--- src/rtl/key_event.sv ---
// Key event generator: turns debounced key levels into press and auto-repeat
// events for a single locked key, lowest index winning on simultaneous presses.
module key_event #(
  parameter int N_KEYS        = 8,
  parameter int CODE_W        = 3,
  parameter int HOLD_DELAY    = 500,
  parameter int REPEAT_PERIOD = 100
) (
  input  logic              clk,
  input  logic              rst_n,
  input  logic [N_KEYS-1:0] btn,
  input  logic              repeat_en,
  output logic              key_valid,
  output logic [CODE_W-1:0] key_code,
  output logic              key_repeat,
  output logic              key_held
);

  typedef enum logic [1:0] {
    ST_IDLE,
    ST_HELD,
    ST_REPEAT
  } state_e;

  localparam logic [15:0] HOLD_LAST = 16'(HOLD_DELAY - 1);
  localparam logic [15:0] REP_LAST  = 16'(REPEAT_PERIOD - 1);

  state_e              state_q;
  logic [15:0]         cnt_q;
  logic [CODE_W-1:0]   lock_q;
  logic [N_KEYS-1:0]   btn_q;
  logic                key_valid_q;
  logic [CODE_W-1:0]   key_code_q;
  logic                key_repeat_q;

  logic [N_KEYS-1:0]   rise;
  logic [CODE_W-1:0]   first_idx;
  logic                lock_down;

  // NOTE: every combinational output gets a default before any conditional
  // assignment, so no path leaves a value unassigned and no latch is inferred.
  always_comb begin
    rise      = btn & ~btn_q;
    first_idx = '0;
    lock_down = 1'b0;
    // Scan downward so the lowest rising index is the one left standing.
    for (int i = N_KEYS - 1; i >= 0; i--) begin
      if (rise[i]) first_idx = CODE_W'(i);
    end
    for (int i = 0; i < N_KEYS; i++) begin
      if (lock_q == CODE_W'(i)) lock_down = btn[i];
    end
  end

  // NOTE: sequential state uses non-blocking assignments so every register
  // samples the pre-edge values, independent of statement order.
  always_ff @(posedge clk or negedge rst_n) begin
    if (!rst_n) begin
      state_q      <= ST_IDLE;
      cnt_q        <= '0;
      lock_q       <= '0;
      // All ones: keys held through reset never look like a fresh press.
      btn_q        <= '1;
      key_valid_q  <= 1'b0;
      key_code_q   <= '0;
      key_repeat_q <= 1'b0;
    end else begin
      btn_q       <= btn;
      key_valid_q <= 1'b0;
      case (state_q)
        ST_IDLE: begin
          if (|rise) begin
            state_q      <= ST_HELD;
            lock_q       <= first_idx;
            cnt_q        <= '0;
            key_valid_q  <= 1'b1;
            key_code_q   <= first_idx;
            key_repeat_q <= 1'b0;
          end
        end
        ST_HELD: begin
          if (!lock_down) begin
            state_q <= ST_IDLE;
            cnt_q   <= '0;
          end else if (cnt_q == HOLD_LAST) begin
            // Saturated here until auto-repeat is allowed.
            if (repeat_en) begin
              state_q      <= ST_REPEAT;
              cnt_q        <= '0;
              key_valid_q  <= 1'b1;
              key_code_q   <= lock_q;
              key_repeat_q <= 1'b1;
            end
          end else begin
            cnt_q <= cnt_q + 16'd1;
          end
        end
        ST_REPEAT: begin
          if (!lock_down) begin
            state_q <= ST_IDLE;
            cnt_q   <= '0;
          end else if (repeat_en) begin
            if (cnt_q == REP_LAST) begin
              cnt_q        <= '0;
              key_valid_q  <= 1'b1;
              key_code_q   <= lock_q;
              key_repeat_q <= 1'b1;
            end else begin
              cnt_q <= cnt_q + 16'd1;
            end
          end
        end
        default: begin
          state_q <= ST_IDLE;
          cnt_q   <= '0;
        end
      endcase
    end
  end

  assign key_valid  = key_valid_q;
  assign key_code   = key_code_q;
  assign key_repeat = key_repeat_q;
  assign key_held   = (state_q != ST_IDLE);

endmodule

--- config.mk ---
export PLATFORM = sky130hd
export DESIGN_NAME = key_event
export DESIGN_NICKNAME = d
export VERILOG_FILES = /design/src/rtl/key_event.sv
export SDC_FILE = /design/constraint.sdc
export NUM_CORES = 1
export LEC_CHECK = 0
export ABC_AREA = 1
export BUFFER_PORTS_ARGS = -buffer_cell sky130_fd_sc_hd__buf_4
export CAP_MARGIN = 20
export CORE_MARGIN = 2
export CORE_UTILIZATION = 52
export DETAILED_ROUTE_END_ITERATION = 6
export PLACE_DENSITY = 0.81
export SLEW_MARGIN = 15
export SYNTH_ARGS = -nofsm -noshare
export SYNTH_HDL_FRONTEND = slang
export SYNTH_SLANG_ARGS = --single-unit
--- constraint.sdc ---
create_clock -name clk -period 3.1 [get_ports clk]
set_input_delay 0.31 -clock clk [delete_from_list [all_inputs] [get_ports clk]]
set_output_delay 0.31 -clock clk [all_outputs]
set_load 0.005 [all_outputs]
Word level (Yosys, flattened, before mapping)
Index checks and enable logic that the tools add are counted.
{"block": "totals", "wordCells": 96, "register_bits": 34, "out_inout_bits": 6, "inputBits": 11}
{"block": "classes", "n_eq_ne": 23, "n_mux": 54, "n_reduce_logical": 9, "bitwise": 2, "addsub": 1}
{"op": "$mux W16", "n": 7}
{"op": "$pmux W16 S3", "n": 1}
{"op": "$mux W3", "n": 15}
{"op": "$mux W1", "n": 22}
{"op": "$add A16 B1 Y16 const B", "n": 1}
{"op": "$eq A16 B7 Y1 const B", "n": 1}
{"op": "$eq A16 B9 Y1 const B", "n": 1}
{"op": "$ne A2 B2 Y1 const B", "n": 8}
{"op": "$eq A3 B3 Y1 const B", "n": 4}
{"op": "$mux W2", "n": 5}
{"op": "$ne A3 B3 Y1 const B", "n": 3}
{"op": "$pmux W3 S3", "n": 1}
{"op": "$and A8 B8 Y8", "n": 1}
{"op": "$not A8 Y8", "n": 1}
{"op": "$reduce_and A8 Y1", "n": 1}
{"op": "$reduce_or A8 Y1", "n": 1}
{"op": "$eq A3 B2 Y1 const B", "n": 2}
{"op": "$pmux W1 S3", "n": 2}
{"op": "$pmux W2 S3", "n": 1}
{"op": "$ne A4 B4 Y1 const B", "n": 1}
{"op": "$reduce_and A4 Y1", "n": 1}
{"op": "$eq A3 B1 Y1 const B", "n": 1}
{"op": "$logic_not A3 Y1", "n": 1}
{"op": "$reduce_and A3 Y1", "n": 1}
{"op": "other kinds (6)", "n": 6}

Longest topological paths before layout
{"block": "depth", "depth_word": 12, "ltp_mapped": 12, "ltp_nobuf": 12}

Least setup slack after synthesis
OpenSTA, ideal clock, no wires.
{"block": "synth_timing", "path_type": "reg-to-reg", "from": "reg state_q[0]", "to": "reg cnt_q[14]", "path_slack_ps": 1387, "required_ps": 2983, "path_stages_with_launch": 12, "t_arrival_ps": 1595, "period_less_slack_ps": 1713, "setup_ps": 117, "path_cell_list": "dfrtp_1 -> inv_1 -> ha_1 -> clkbuf_1 -> nor2_1 -> nor2_1 -> nand2_2 -> nor2_2 -> nor2_4 -> buf_6 -> nand3_1 -> nand2_1"}
{"block": "synth_via", "elab_chain_len": 3}
{"item": "start, declared", "line": "28", "rtl": "state_e state_q;"}
{"item": "start signal, assigned", "line": "59", "rtl": "state_q <= ST_IDLE;"}
{"item": "start signal, assigned", "line": "73", "rtl": "state_q <= ST_HELD;"}
{"item": "start signal, assigned", "line": "83", "rtl": "state_q <= ST_IDLE;"}
{"item": "$eq A2 B1 Y1, or another cell as far along", "line": "70", "rtl": "case (state_q)"}
{"item": "$ne A4 B4 Y1 (no line), or another cell as far along"}
{"item": "$reduce_and A3 Y1 (no line)"}
{"item": "end signal, assigned", "line": "95", "rtl": "cnt_q <= cnt_q + 16'd1;"}
{"item": "end signal, assigned", "line": "109", "rtl": "cnt_q <= cnt_q + 16'd1;"}
{"item": "end, declared", "line": "29", "rtl": "logic [15:0] cnt_q;"}
Parallel ways exist; a longest one is shown, timed or not.
A chain may end at the register's enable or synchronous reset.

Final worst setup path
{"block": "layout_timing", "from": "reg state_q[0]", "to": "reg cnt_q[1]"}
Same word-level chain as after synthesis.

==> flow_metrics.tcl <==
set metrics [dict create \
    setup_violations 0 \
    grt_max_degree 35 \
    drt_iter0_markers 141 \
    clkSlewWorstSetupHoldPaths_ns 0.07 \
    ys_seq_area_share_pct 38.3 \
    final.min_clock_period_ns 2.19 \
    final_area_mm2 0.00253 \
    intPower_uw 1080 \
    slew_headroom_pct 47.2 \
    numCtsBuffers 5 \
    syn_inst 331 \
    cp_top_family "compound AO/OA/AOI/OAI gates" \
    p_leak_uw 0.00128 \
    clockBufferDepth 2 \
    whs_ns 0.134 \
    path_buf_inv 1 \
    io_buffers 16 \
    start_kind "flip-flop" \
    syn_area_mm2 0.00225 \
    cts_tree "built" \
    diodes 0 \
    rsz0062_at_grt "false" \
    p_comb_share_pct 39.5 \
    postCtsSetupBuffers 0 \
    slowest_delay_ns 0.62 \
    fmax_mhz 457 \
    grt_first_pass_wirelength_mm 8.69 \
    die_w_um 69.7 \
    clock_sinks 34 \
    detail-route-antenna-nets 0 \
    synthArstFlopShare_pct 100 \
    clock_latency_ns 0.29 \
    core-area_mm2 0.00409 \
    clock_skew_ns 0.00571 \
    die_h_um 69.7 \
    syn-num-nets 349 \
    cp_common_cell "nor2_1" \
    wl_per_cell_um 12.5 \
    yosysWarnings 0 \
    initial_core_util_pct 55.0 \
    pwr-share-seq_pct 32.5 \
    switching_power_uw 723 \
    first_pass_iters 5 \
    end_kind "flip-flop" \
    track_usage_pct 22.0 \
    gp_congestion 0.976 \
    grt_overflow 0 \
    cts_root_buffer "clkbuf_8" \
    dr_total_vias 2067 \
    status "completed" \
    routed_wl_mm 4.97 \
    placed_area_mm2 0.00238 \
    first_global_vias 1915 \
    crit_slowest_cell "o21ai_2" \
    slew_violations 0 \
    synth_common_cells "nand2_1 (114), nor2_1 (50), nand3_1 (35), inv_1 (32), dfrtp_1 (26)" \
    worstSetupPathType "flip-flop to flip-flop" \
    switching_share_pct 40.1 \
    yosysMostFrequentCell "nand2_1" \
    row_count 23 \
    drc_errors 0 \
    power.share.clock_pct 28.0 \
    antenna_found_initial 0 \
    p_total_uw 1810 \
    yosysTopAreaCellShare_pct 29.0 \
    post-route-period-util_pct 70.6 \
    hpwl_mm 3.58 \
    post_cts_resized 0 \
    htreeDepth 2 \
    worst_pin_slew_ns 0.792 \
    hp-class "input port to flip-flop" \
    vias_per_cell 5.18 \
    arrival_ns 2.33 \
    synth.area.top_cells "dfrtp_1 (29%), nand2_1 (19%), dfstp_2 (9.4%)" \
    crit_chain "inv_1 > ha_1 > nor2_1 > nor2_1 > nand2_2 > o21ai_2 > o21ai_1" \
    nets 366 \
    synth_seq_cells 34 \
    setup_tns_ns 0 \
    cap_violations 0 \
    syn_avg_cell_area_um2 6.79 \
    io_pins 17 \
    vdd.ir_drop.worst_mv 0.599 \
    dieArea_mm2 0.00486 \
    synth_top_cell_by_area "dfrtp_1" \
    powerDensity_mw_per_mm2 713 \
    area.growth.synth_to_final_pct 12.7 \
    fillers 368 \
    yosysUniqueCellTypes 27 \
    postSynth.topFlopCell "dfrtp_1" \
    drive_gt1_share_pct 13.5 \
    hold_viol 0 \
    cp_data_required_time_ns 3.24 \
    cp_max_fo 20 \
    synth_edf_count 0 \
]
-- repair_timing --
item                                    CTS  global route
hold buffers                              1             0
endpoints found under the setup margin    0             0
hold endpoints to repair                 26             0
-- per-stage QoR --
step                setup WS, ns  util, %  std cells
global route               0.701     62.0        399
finish                     0.911     62.0        399
detailed placement         0.952     58.2        390
CTS                        0.934     62.0        399
global placement            1.05     58.2        390
floorplan                   1.39        -        331
-- power groups by stage --
stage / clock (µW) / combinational, µW / sequential [µW]
6_report: 506 / 713 / 586
5_1_grt: 537 / 808 / 594
4_1_cts: 512 / 710 / 585
3_5_place_dp: 0 / 705 / 593
3_3_place_gp: 0 / 691 / 590
2_1_floorplan: 0 / 523 / 583
-- registers in the layout, indices dropped and copies added, names as in the netlist --
register and cells:
key_code 3, btn_q 8, lock_q 3, key_valid 1, cnt_q 16, key_repeat 1
state_q 2
-- cell usage in the layout, fill, tap and decap left out, types with 4 or more instances in the layout --
cell type / synthesis / routed
nand2_1: 114 / 114
nor2_1: 50 / 50
nand3_1: 35 / 35
inv_1: 32 / 32
dfrtp_1: 26 / 26
buf_4: 2 / 16
o21ai_0: 8 / 8
dfstp_2: 8 / 8
nand4_1: 7 / 7
ha_1: 7 / 7
clkbuf_8: 0 / 6
nand2_2: 5 / 5
o21ai_1: 4 / 4
-- layer usage --
layer | wire length, µm | share of wire [%] | vias up | global-route usage [%]
li1 | - | - | 1066 | -
met1 | 2380 | 48 | 948 | 31.2
met2 | 2280 | 46 | 47 | 34.5
met3 | 263 | 5.3 | 6 | 4.51
met4 | 57 | 1.1 | 0 | 5.77
met5 | 0 | 0 | - | 0
-- final timing paths --
path,start,end,slack (ns),cells after the start
worst min register to register,key_code[0],key_code[0],0.49,2
max in group asynchronous,rst_n,btn_q[2],2.26,2
worst max-delay path,state_q[0],cnt_q[1],0.91,7
worst max register to register,state_q[0],cnt_q[1],0.91,7
min in group asynchronous,rst_n,state_q[0],0.50,2
worst min-delay path,btn[2],btn_q[2],0.13,1
-- logic make-up after synthesis --
| group | count (synthesis) | share of synthesized area [%] |
|---|---|---|
| AO/OA/AOI/OAI | 21 | 5.51 |
| XOR/XNOR | 6 | 2.34 |
| adder cells (fa/ha/maj) | 7 | 3.90 |
| buffers and inverters | 42 | 8.07 |
| flip-flops | 34 | 38.3 |
| AND/OR/NAND/NOR | 221 | 41.9 |
-- final cells by class --
| type | count | area, µm² | area share (%) |
|---|---|---|---|
| clock inverter | 2 | 60.1 | 2.37 |
| sequential | 34 | 861 | 34.0 |
| timing repair buffer | 17 | 130 | 5.14 |
| tap | 50 | 62.6 | 2.47 |
| inverter | 35 | 131 | 5.19 |
| clock buffer | 6 | 82.6 | 3.26 |
| multi-input combinational | 255 | 1200 | 47.6 |
Power figures use the tool's default switching activity.
